<file path="config.mk">
export PLATFORM = sky130hd
export DESIGN_NAME = unlock_seq_tx
export DESIGN_NICKNAME = d
export VERILOG_FILES = /design/src/rtl/unlock_seq_tx.sv
export SDC_FILE = /design/constraint.sdc
export NUM_CORES = 1
export LEC_CHECK = 0
export CAP_MARGIN = 10
export CORE_MARGIN = 10
export CORE_UTILIZATION = 40
export CTS_CLUSTER_DIAMETER = 30
export CTS_CLUSTER_SIZE = 28
export DETAILED_ROUTE_END_ITERATION = 6
export DONT_BUFFER_PORTS = 1
export RECOVER_POWER = 25
export SYNTH_ARGS = -nofsm -noshare
export SYNTH_HDL_FRONTEND = slang
export SYNTH_SLANG_ARGS = --single-unit
</file>
<file path="constraint.sdc">
create_clock -name clock -period 1.85 [get_ports clock]
set_clock_uncertainty 0.15 [all_clocks]
set_input_delay 0.37 -clock clock [delete_from_list [all_inputs] [get_ports clock]]
set_output_delay 0.37 -clock clock [all_outputs]
set_load 0.02 [all_outputs]
</file>
<file path="src/rtl/unlock_seq_tx.sv">
// unlock_seq_tx: transmit side of the byte-sequence unlock protocol.
// Sends KEY0/KEY1/KEY2 on back-to-back cycles, then waits up to TIMEOUT
// cycles for the lock's `unlocked` flag and reports done or fail.
// Optional feature macro: UNLOCK_TX_RETRY_EN (retries up to MAX_RETRY
// extra attempts on timeout; default build fails on the first timeout).
module unlock_seq_tx #(
  parameter logic [7:0]  KEY0      = 8'h1F,
  parameter logic [7:0]  KEY1      = 8'hB2,
  parameter logic [7:0]  KEY2      = 8'h3C,
  parameter int unsigned TIMEOUT   = 4,
  parameter int unsigned MAX_RETRY = 2
) (
  input  logic       clock,
  input  logic       reset,
  input  logic       start,
  input  logic       abort,
  input  logic       unlocked,
  output logic [7:0] byte_out,
  output logic       byte_valid,
  output logic       busy,
  output logic       done,
  output logic       fail,
  output logic [3:0] attempts
);

  typedef enum logic [2:0] {
    S_IDLE,
    S_SEND0,
    S_SEND1,
    S_SEND2,
    S_WAIT
  } state_t;

  if (TIMEOUT < 1 || TIMEOUT > 255) begin : g_bad_timeout
    $error("unlock_seq_tx: TIMEOUT must be in 1..255");
  end
  if (MAX_RETRY > 15) begin : g_bad_retry
    $error("unlock_seq_tx: MAX_RETRY must be in 0..15");
  end

  // Last WAIT count value before the timeout edge.
  localparam logic [7:0] WAIT_LAST = 8'(TIMEOUT - 1);
`ifdef UNLOCK_TX_RETRY_EN
  localparam logic [4:0] ATTEMPT_MAX = 5'(MAX_RETRY + 1);
`endif

  state_t     state_q, state_d;
  logic [7:0] cnt_q, cnt_d;
  // One bit wider than the port so the retry limit still works once the
  // reported count has saturated at 15.
  logic [4:0] att_q, att_d;
  logic [7:0] byte_q, byte_d;
  logic       valid_q, valid_d;
  logic       busy_q, busy_d;
  logic       done_q, done_d;
  logic       fail_q, fail_d;

  // Next-state and next-output computation.
  always_comb begin
    state_d = state_q;
    cnt_d   = cnt_q;
    att_d   = att_q;
    done_d  = 1'b0;
    fail_d  = 1'b0;

    if (abort && state_q != S_IDLE) begin
      state_d = S_IDLE;
    end else begin
      unique case (state_q)
        S_IDLE: begin
          if (start) begin
            if (unlocked) begin
              // Already open: report it, but never on two cycles in a row.
              done_d = ~done_q;
            end else begin
              state_d = S_SEND0;
              att_d   = 5'd1;
            end
          end
        end
        S_SEND0: state_d = S_SEND1;
        S_SEND1: state_d = S_SEND2;
        S_SEND2: begin
          state_d = S_WAIT;
          cnt_d   = '0;
        end
        S_WAIT: begin
          if (unlocked) begin
            state_d = S_IDLE;
            done_d  = 1'b1;
          end else if (cnt_q == WAIT_LAST) begin
`ifdef UNLOCK_TX_RETRY_EN
            if (att_q < ATTEMPT_MAX) begin
              state_d = S_SEND0;
              att_d   = att_q + 5'd1;
            end else begin
              state_d = S_IDLE;
              fail_d  = 1'b1;
            end
`else
            state_d = S_IDLE;
            fail_d  = 1'b1;
`endif
          end else begin
            cnt_d = cnt_q + 8'd1;
          end
        end
        default: state_d = S_IDLE;
      endcase
    end

    unique case (state_d)
      S_SEND0: byte_d = KEY0;
      S_SEND1: byte_d = KEY1;
      S_SEND2: byte_d = KEY2;
      default: byte_d = 8'h00;
    endcase
    valid_d = (state_d == S_SEND0) || (state_d == S_SEND1) || (state_d == S_SEND2);
    busy_d  = (state_d != S_IDLE);
  end

  // State and registered outputs with synchronous reset.
  always_ff @(posedge clock) begin
    if (reset) begin
      state_q <= S_IDLE;
      cnt_q   <= '0;
      att_q   <= '0;
      byte_q  <= '0;
      valid_q <= 1'b0;
      busy_q  <= 1'b0;
      done_q  <= 1'b0;
      fail_q  <= 1'b0;
    end else begin
      state_q <= state_d;
      cnt_q   <= cnt_d;
      att_q   <= att_d;
      byte_q  <= byte_d;
      valid_q <= valid_d;
      busy_q  <= busy_d;
      done_q  <= done_d;
      fail_q  <= fail_d;
    end
  end

  assign byte_out   = byte_q;
  assign byte_valid = valid_q;
  assign busy       = busy_q;
  assign done       = done_q;
  assign fail       = fail_q;
  assign attempts   = att_q[4] ? 4'hF : att_q[3:0];

endmodule

</file>
==> run metrics <==
status finished, final reports clean; Mapped Area about 0.0010 mm²; worst hold stages 1; number of fill cells 239; crit-path max FO 2; row cnt 18; DRC Markers 0; Final Hold Fails 0; Finished Core Util 0.498; overall routing resource usage 0.0936; cells after synthesis 106; final cell area excluding filler cells 0.00121 mm²; Detail Placement HPWL 1630 µm; Worst R2R Path Depth 6; Critical Path RT ~1.9 ns; reg2reg end cnt_q[1]; Syn Area/Cell ~9.5 µm²; top cells by area, synth dfxtp_1, buf_4, a21oi_1, xnor2_1, nor2_1; Die Ht 70.2 µm; register area share after synthesis 0.437; Die Wd 70.2 µm; CP arrival 1.85 ns; most common cell in the netlist dfxtp_1; vias per inst between 5 and 6; hold path start unlocked; DP Area 0.00107 mm²; Critical Path Max Stage Delay 0.48 ns; global route total overflow 0; drt wl/cell 15.2 µm; Num CTS Buffers 3; Root Driver clkbuf_4; flop-to-flop setup slack 0.03 ns; Place WS -0.0232 ns; final period utilization 0.982; initial antenna violation count 0; Final ANT Viol Nets 0; Reg power frac 0.620; Final Power 0.000822 W; drt first pass iters 4; vias in the first global route 810; Clk pwr share 0.312; flops & latches, synth 22; wirelength, routed 2290 µm; die area 0.00493 mm²; Port-buffer cells 0; Yosys top cell area share 0.437; Int Power 0.000630 W; worst hold path class input port to flip-flop; flip-flop and latch area 444 µm²; Distinct cells, synth 42; Max Slew Vio Count 0; FF-to-FF Start cnt_q[0]; FFs w/ async S/R, synth 0; layout cells sized above 1 0.233; Reg clk slew, reported paths 0.12 ns; final critical-path required period 1.82 ns; Synth area leader dfxtp_1; Pleak between 0.4 and 0.5 nW; synth warn 0; largest net degree at the start of global routing 13; sw frac 0.234; Crit-path slowest cell or4b_4; nature of the critical path endpoint flip-flop; CTS tree done; Max-cap violations 0; DR iter-0 viols 26; Psw 0.000192 W; area of the multi-input gates 543 µm²; VDD IR max 0.000397 V; PD cells 678 mW/mm²; Final Non-Filler Cells 150; Worst-Skew Late Latency about 0.31 ns; Comb power frac 0.067; Nets approximately 130; Starting Density 0.415; final setup vio count 0; Placed Cells 140; Via Count between 800 and 900; CTS max path bufs 2; depth of the CTS H-tree 1; worst path cell trace ha_4 > or4b_4 > buf_6 > or2_4 > nand4_1 > a31oi_1; critical path class flip-flop to flip-flop; Setup WS post-layout 0.0332 ns; Post-synth EDFFs 0; Hold Path Sink done; unrepaired setup endpoints after global routing true; core box area 0.00243 mm²; Fmax achieved 550 MHz; clock sink count 22; Placer Congestion 0.879; Critical Path Start Type flip-flop; synth cell count leaders dfxtp_1, nor2_1, a21oi_1; ANT cells 0; Area growth syn-to-layout 20.2%; first-pass GRT wire length about 3900 µm; io pins 21; dominant synthesized flop cell dfxtp_1
## critical path, delay by kind of cell (launching register included)
| kind | cells | cell delay [ns] |
|---|---|---|
| AND/OR/NAND/NOR | 3 | 0.82 |
| flip-flops | 1 | 0.37 |
| buffers and inverters | 1 | 0.14 |
| adder cells (fa/ha/maj) | 1 | 0.12 |
| AO/OA/AOI/OAI | 1 | 0.10 |
## layout make-up
type / instances / area share
inverter: 2 / 0.00619
multi-input combinational: 75 / 0.448
clock buffer: 4 / 0.0299
tap: 30 / 0.0310
sequential: 22 / 0.366
timing repair buffer: 17 / 0.119
## how the worst max path moves through the flow
stage	startpoint	slack, ns	depth (start not counted)	to
after floorplan	cnt_q[0]	0.02	5	busy
after global placement	cnt_q[0]	0.04	6	cnt_q[1]
after detailed placement	cnt_q[0]	-0.02	5	busy
after CTS	cnt_q[0]	0.002	6	cnt_q[1]
after global routing	cnt_q[0]	-0.02	6	cnt_q[2]
final	cnt_q[0]	0.03	6	cnt_q[1]
## kinds of logic (layout without fill, tap and decap cells)
family / Yosys count / in the layout / share of synthesized area
simple gates: 44 / 44 / 0.283
buf+inv: 12 / 23 / 0.0732
xor+xnor: 5 / 5 / 0.0434
compound gates: 21 / 21 / 0.148
other cells: 1 / 4 / 0.00372
flops: 22 / 22 / 0.437
fa+ha+maj: 1 / 1 / 0.0124
## power by group through the flow
stage	sequential [W]	clock (W)	combinational (W)
floorplan	0.000515	0	0.0000523
global placement	0.000522	0	0.0000426
detailed placement	0.000521	0	0.0000437
CTS	0.000511	0.000269	0.0000544
global route	0.000512	0.000290	0.0000613
finish	0.000510	0.000257	0.0000555
## per-stage QoR
stage               TNS (ns)  hold slack [ns]
CTS                        0           0.0688
global route         -0.0204           0.0535
detailed placement   -0.0232            0.297
global placement           0            0.296
finish                     0           0.0571
floorplan                  0            0.300
## sequential cells by signal, indices dropped and copies added (netlist names)
| register | count |
|---|---|
| done | 1 |
| byte_valid | 1 |
| state_q | 3 |
| cnt_q | 8 |
| busy | 1 |
| att_q | 1 |
| fail | 1 |
| byte_out | 6 |
## layer usage
metal,share of wire,up-vias,global-route usage
met5,0,-,0
met4,0.0061,0,0.0197
met3,0.080,2,0.0438
met2,0.49,27,0.154
met1,0.42,390,0.107
li1,-,409,-
## placed cells by master (no fill, tap or decap), types with 4 or more instances in the layout
cell type      instances
a21oi_1                7
buf_4                 11
dfxtp_1               19
nand2_1                5
dlygate4sd3_1          5
nor2_1                 9
conb_1                 4
xnor2_1                4
nor4_1                 4
## timing repair
action | CTS | global route
buffers inserted | 0 | 1
endpoints found under the setup margin | 2 | 7
gates cloned | 0 | 0
hold buffers | 5 | 1
resized for setup | 2 | 10
endpoints found under the hold margin | 10 | 1
pin swaps | 0 | 8
No activity file was read; power rests on OpenSTA's default activity.
